## src/rtl/dma_2d_burst_gen.sv

```systemverilog
// dma_2d_burst_gen
// Turns a latched 2D transfer description (base, row width, row count,
// stride) into a stream of AXI burst commands over a valid/ready handshake.
// Rows are split at C_MAX_BURST_LEN beats and, when DMA_BURST_4K_SPLIT_EN is
// defined, at 4 KB address boundaries.
//
// Ports:
//   aclk, areset               clock, synchronous active-high reset
//   i_start                    start pulse (ignored while o_busy)
//   i_base_addr                byte address of row 0 (BPB-aligned)
//   i_img_width/height/stride  row bytes, row count, row-to-row byte distance
//   o_cmd_valid, i_cmd_ready   command handshake
//   o_cmd_addr, o_cmd_len      burst start address and AxLEN (beats-1)
//   o_cmd_last                 final command of the transfer
//   o_busy, o_done, o_err      status: in progress, completion pulse, config error
//
// Optional macro: DMA_BURST_4K_SPLIT_EN (adds the 4 KB boundary limit).
module dma_2d_burst_gen #(
    parameter int unsigned C_ADDR_WIDTH    = 32,
    parameter int unsigned C_DATA_WIDTH    = 32,
    parameter int unsigned C_MAX_BURST_LEN = 16
) (
    input  logic                    aclk,
    input  logic                    areset,
    input  logic                    i_start,
    input  logic [C_ADDR_WIDTH-1:0] i_base_addr,
    input  logic [31:0]             i_img_width,
    input  logic [31:0]             i_img_height,
    input  logic [31:0]             i_img_stride,
    output logic                    o_cmd_valid,
    input  logic                    i_cmd_ready,
    output logic [C_ADDR_WIDTH-1:0] o_cmd_addr,
    output logic [7:0]              o_cmd_len,
    output logic                    o_cmd_last,
    output logic                    o_busy,
    output logic                    o_done,
    output logic                    o_err
);

    localparam int unsigned BPB      = C_DATA_WIDTH / 8;
    localparam int unsigned BPB_LOG2 = $clog2(BPB);
    localparam logic [31:0] MAX_BEATS  = 32'(C_MAX_BURST_LEN);
    localparam logic [31:0] WIDTH_MASK = 32'(BPB - 1);
    localparam logic [C_ADDR_WIDTH-1:0] ADDR_MASK = C_ADDR_WIDTH'(BPB - 1);

    typedef enum logic [2:0] {
        S_IDLE,
        S_CHECK,
        S_CALC,
        S_ISSUE,
        S_FIN
    } state_t;

    state_t state, state_nxt;

    logic [C_ADDR_WIDTH-1:0] cfg_base;
    logic [31:0]             cfg_width;
    logic [31:0]             cfg_height;
    logic [31:0]             cfg_stride;

    logic [C_ADDR_WIDTH-1:0] row_addr;
    logic [C_ADDR_WIDTH-1:0] cur_addr;
    logic [31:0]             row_beats_left;
    logic [31:0]             rows_left;
    logic [31:0]             cur_beats;

    logic [31:0]             beats;
    logic [31:0]             row_beats;
    logic [C_ADDR_WIDTH-1:0] next_row_addr;
    logic                    cfg_bad;

    always_comb begin
        cfg_bad = (cfg_width == '0) || (cfg_height == '0) ||
                  ((cfg_width & WIDTH_MASK) != '0) ||
                  ((cfg_base & ADDR_MASK) != '0);
        row_beats     = cfg_width >> BPB_LOG2;
        next_row_addr = row_addr + C_ADDR_WIDTH'(cfg_stride);
    end

    // Burst size: smallest of the max-burst limit, what is left of the row
    // and (optionally) the beats remaining before the next 4 KB boundary.
    always_comb begin
        beats = row_beats_left;
        if (beats > MAX_BEATS)
            beats = MAX_BEATS;
`ifdef DMA_BURST_4K_SPLIT_EN
        begin
            logic [31:0] beats_to_4k;
            beats_to_4k = 32'((13'h1000 - {1'b0, cur_addr[11:0]}) >> BPB_LOG2);
            if (beats > beats_to_4k)
                beats = beats_to_4k;
        end
`else
`endif
    end

    always_ff @(posedge aclk) begin
        if (areset)
            state <= S_IDLE;
        else
            state <= state_nxt;
    end

    always_comb begin
        state_nxt = state;
        case (state)
            S_IDLE:  if (i_start) state_nxt = S_CHECK;
            S_CHECK: state_nxt = cfg_bad ? S_FIN : S_CALC;
            S_CALC:  state_nxt = S_ISSUE;
            S_ISSUE: if (i_cmd_ready) state_nxt = o_cmd_last ? S_FIN : S_CALC;
            S_FIN:   state_nxt = S_IDLE;
            default: state_nxt = S_IDLE;
        endcase
    end

    always_ff @(posedge aclk) begin
        if (areset) begin
            cfg_base       <= '0;
            cfg_width      <= '0;
            cfg_height     <= '0;
            cfg_stride     <= '0;
            row_addr       <= '0;
            cur_addr       <= '0;
            row_beats_left <= '0;
            rows_left      <= '0;
            cur_beats      <= '0;
            o_cmd_addr     <= '0;
            o_cmd_len      <= '0;
            o_cmd_last     <= 1'b0;
            o_err          <= 1'b0;
        end else begin
            case (state)
                S_IDLE: begin
                    if (i_start) begin
                        cfg_base   <= i_base_addr;
                        cfg_width  <= i_img_width;
                        cfg_height <= i_img_height;
                        cfg_stride <= i_img_stride;
                        o_err      <= 1'b0;
                    end
                end
                S_CHECK: begin
                    if (cfg_bad) begin
                        o_err <= 1'b1;
                    end else begin
                        row_addr       <= cfg_base;
                        cur_addr       <= cfg_base;
                        row_beats_left <= row_beats;
                        rows_left      <= cfg_height;
                    end
                end
                S_CALC: begin
                    o_cmd_addr <= cur_addr;
                    o_cmd_len  <= 8'(beats - 32'd1);
                    o_cmd_last <= (rows_left == 32'd1) && (beats == row_beats_left);
                    cur_beats  <= beats;
                end
                S_ISSUE: begin
                    if (i_cmd_ready) begin
                        // Row finished: jump to the next row start instead of
                        // advancing within the row.
                        if (row_beats_left == cur_beats) begin
                            rows_left      <= rows_left - 32'd1;
                            row_addr       <= next_row_addr;
                            cur_addr       <= next_row_addr;
                            row_beats_left <= row_beats;
                        end else begin
                            cur_addr       <= cur_addr + C_ADDR_WIDTH'(cur_beats * BPB);
                            row_beats_left <= row_beats_left - cur_beats;
                        end
                    end
                end
                default: ;
            endcase
        end
    end

    assign o_cmd_valid = (state == S_ISSUE);
    assign o_busy      = (state != S_IDLE);
    assign o_done      = (state == S_FIN);

endmodule

```

## config.mk

```make
export PLATFORM = sky130hd
export DESIGN_NAME = dma_2d_burst_gen
export DESIGN_NICKNAME = d
export VERILOG_FILES = /design/src/rtl/dma_2d_burst_gen.sv
export SDC_FILE = /design/constraint.sdc
export NUM_CORES = 1
export LEC_CHECK = 0
export BUFFER_PORTS_ARGS = -buffer_cell sky130_fd_sc_hd__buf_4
export CORE_MARGIN = 4
export CORE_UTILIZATION = 55
export DETAILED_ROUTE_END_ITERATION = 12
export GPL_TIMING_DRIVEN = 1
export PLACE_DENSITY = 0.84
export SLEW_MARGIN = 20
export SYNTH_ARGS = -nofsm -noshare
export SYNTH_HDL_FRONTEND = slang
export SYNTH_SLANG_ARGS = --single-unit
```

## constraint.sdc

```tcl
create_clock -name aclk -period 9.36 [get_ports aclk]
set_input_delay 0.468 -clock aclk [delete_from_list [all_inputs] [get_ports aclk]]
set_output_delay 0.468 -clock aclk [all_outputs]
set_load 0.005 [all_outputs]
```

==> metrics.md <==
| Metric | Value |
|---|---|
| Post_cts resized | `0` |
| Layout cells sized above 1 | `11.1%` |
| Worst path cell trace | `inv_1, ha_1, nand2_1, nor3_1, and3_1, and3_1, nand4_2, nor2_2, or2_2, buf_4, o21ai_0, a21oi_1, nor2_1` |
| Largest net degree at the start of global routing | `111` |
| Vias in the first global route | `17100` |
| Routed wire length | `55800 µm` |
| Vias per inst | `6.09` |
| Period utilization | `45.2%` |
| Synth area leader | `dfxtp_1` |
| VDD IR max | `0.150 mV` |
| Max Fclk | `236 MHz` |
| Post-route ant nets | `0` |
| Post-DP Area | `19500 µm²` |
| Post-synth EDFFs | `0` |
| DRT Pass-1 Iters | `6` |
| Worst-case hold slack | `0.169 ns` |
| FF-to-FF path depth | `13` |
| Syn Nets | `2647` |
| Min Tclk post-route | `4.23 ns` |
| Final TNS setup | `0 ns` |
| Endpoints failing setup | `0` |
| Clk_lat worst skew | `0.54 ns` |
| Setup slack, reg-to-reg | `5.13 ns` |
| Yosys cell types | `77` |
| Worst path max stage delay | `0.71 ns` |
| TritonCTS Buffers | `37` |
| First DRT Iteration DRCs | `1747` |
| Die ar. | `35900 µm²` |
| Critical path startpoint category | `register` |
| Power per cell area | `212 nW/µm²` |
| Max clock buf depth | `3` |
| Clock Sinks | `333` |
| DRC viols | `0` |
| Commonest register cell after synthesis | `dfxtp_1` |
| Leakage | `8.35 nW` |
| Avg Inst Size Synth | `7.49 µm²` |
| First-pass GRT wire length | `88300 µm` |
| Post-CTS setup buffers | `0` |
| Relative slew margins | `23.8%` |
| CORE AREA | `32500 µm²` |
| Skew final | `0.0136 ns` |
| Largest fanout on the critical path | `49` |
| Final #Nets | `2732` |
| Initial Util | `55.6%` |
| Number of max-cap violations | `0` |
| Top-count cell post-synth | `nand2_1` |
| Fin area | `20800 µm²` |
| # rows | `66` |
| Routed len/inst | `18.8 µm` |
| Die width | `189 µm` |
| Total number of vias | `18100` |
| Fillers | `2893` |
| Synth top area cells | `dfxtp_1 (37%), nand2_1 (11%), a21oi_1 (9.0%), ha_1 (6.5%), nor2_1 (3.8%)` |
| Hold_buf cts | `0` |
| Hold crit path type | `input pin to register` |
| Detailed placer's ending HPWL | `40300 µm` |
| Total congestion overflow | `0` |
| Initial antenna violation count | `1` |
| WHS Endpoint | `cfg_height[13]$_SDFFE_PP0P_` |
| Reg clk slew, reported paths | `0.06 ns` |
| TritonCTS clock tree | `yes` |
| Die Y | `189 µm` |
| Outcome | `completed` |
| Crit path kind | `register to register` |
| Asr flop ratio synth | `0%` |
| Non-filler cells in the finished layout | `2973` |
| Cell count after placement | `2906` |
| Yosys warning count | `0` |
| RSZ-0062 raised after global routing | `false` |
| Critical R2R Capture | `rows_left[2]$_SDFFE_PP0P_` |
| GRT Total Usage | `29.8%` |
| Crit path DAT | `4.61 ns` |
| IO Port Bufs | `176` |
| CP Capture Type | `register` |
| Top Ports | `177` |
| Hold Startpoint | `i_img_height[13]` |
| CP required | `9.74 ns` |
| Post-Syn Area | `18100 µm²` |
| CP most frequent cell | `and3_1` |
| Syn-to-layout area delta | `14.8%` |
| Final Hold Vio Count | `0` |
| Antenna cells | `0` |
| Flops & latches, synth | `333` |
| Commonest cells in the synthesized netlist | `nand2_1 (539), dfxtp_1 (333), a21oi_1 (327)` |
| CP max-delay cell | `or2_2` |
| Seq/Total Area, Yosys | `36.8%` |
| Worst r2r src | `cur_beats[14]$_SDFFE_PP0N_` |
| Root buffer cell | `clkbuf_16` |
| Top-area cell type share of the netlist area | `36.8%` |
| H-tree levels | `2` |
| Actual slew at the worst max-slew pin | `1.14 ns` |
| Placer Congestion | `0.965` |
| Fin. max-slew vios | `0` |
| Worst Hold Depth | `3` |
| Syn Inst Count | `2418` |
[power breakdown]
group          leakage (nW)  switching, mW  internal (mW)
sequential             2.71          0.118           1.54
combinational          5.03          0.798          0.462
clock                 0.614          0.603          0.895
[logic make-up (layout without fill, tap and decap cells)]
family	Yosys count	count (layout)	synth area share (%)
XOR/XNOR	81	81	3.92
adder cells (fa/ha/maj)	97	97	6.83
AO/OA/AOI/OAI	691	691	23.2
buffers and inverters	207	320	4.67
multiplexers	11	11	0.615
flip-flops	333	333	36.8
AND/OR/NAND/NOR	998	998	24.0
[registers in the layout, summed over array words and instances, names as in the netlist]
signal / count
row_addr: 32
rows_left: 32
cfg_height: 32
cfg_width: 32
cur_beats: 32
state: 3
o_err: 1
cfg_stride: 32
o_cmd_len: 8
cfg_base: 32
o_cmd_last: 1
row_beats_left: 32
o_cmd_addr: 32
cur_addr: 32
[routing by layer]
metal	share of wire [%]	track usage [%]	vias up	wire length [µm]
met4	4.8	13.4	0	2660
met2	45	48.9	816	25400
li1	-	-	8686	-
met5	0	0	-	0
met3	8.0	5.00	182	4460
met1	42	38.7	8430	23300
[final cells by class]
type / count / area, µm² / share of cell area, %
timing repair buffer: 192 / 1450 / 6.97
tap: 442 / 553 / 2.66
multi-input combinational: 1878 / 10600 / 51.1
clock buffer: 49 / 1030 / 4.96
clock inverter: 18 / 224 / 1.08
inverter: 61 / 229 / 1.10
sequential: 333 / 6670 / 32.1
[placed cells by master (no fill, tap or decap), types with 11 or more instances in the layout]
master and n:
nand2_1 537, dfxtp_1 333, a21oi_1 327, buf_4 191, nor2_1 181, o21ai_0 105, ha_1 94, nor3_1 74
inv_1 60, a211oi_1 51, nand3_1 46, xnor2_1 43, nor4_1 41, xor2_1 38, clkbuf_16 37, a21o_1 36
nand4_1 22, o211ai_1 21, a31oi_1 21, and3_1 16, a311oi_1 16, nor2b_1 14, nand2b_1 14, o21bai_1 13
and4_1 11
[worst max-delay path: cells and delay by family, from the launching register on]
kind / cells / cell delay (ns)
simple gates: 8 / 2.31
buf+inv: 2 / 0.61
fa+ha+maj: 1 / 0.40
compound gates: 2 / 0.40
flops: 1 / 0.33
[how the worst max path moves through the flow]
stage,from,end,slack (ns)
after detailed placement,cur_beats[14]$_SDFFE_PP0N_,rows_left[3]$_SDFFE_PP0P_,5.23
after global routing,cur_beats[16]$_SDFFE_PP0N_,rows_left[3]$_SDFFE_PP0P_,4.84
final,cur_beats[14]$_SDFFE_PP0N_,rows_left[2]$_SDFFE_PP0P_,5.13
after global placement,cur_beats[14]$_SDFFE_PP0N_,rows_left[3]$_SDFFE_PP0P_,5.34
after CTS,cur_beats[14]$_SDFFE_PP0N_,rows_left[2]$_SDFFE_PP0P_,5.20
after floorplan,cfg_stride[3]$_SDFFE_PP0P_,cur_addr[31]$_SDFFE_PP0P_,6.40
[per-stage QoR]
step                      setup slack (ns)  power, mW  utilization (%)
after CTS                             5.20       4.40             63.9
final                                 5.13       4.41             63.9
after floorplan                       6.40       2.55                -
after detailed placement              5.23       2.91             60.0
after global placement                5.34       2.88             60.0
after global routing                  4.84       4.62             63.9
Note: power is estimated with default switching activity, not from simulation.
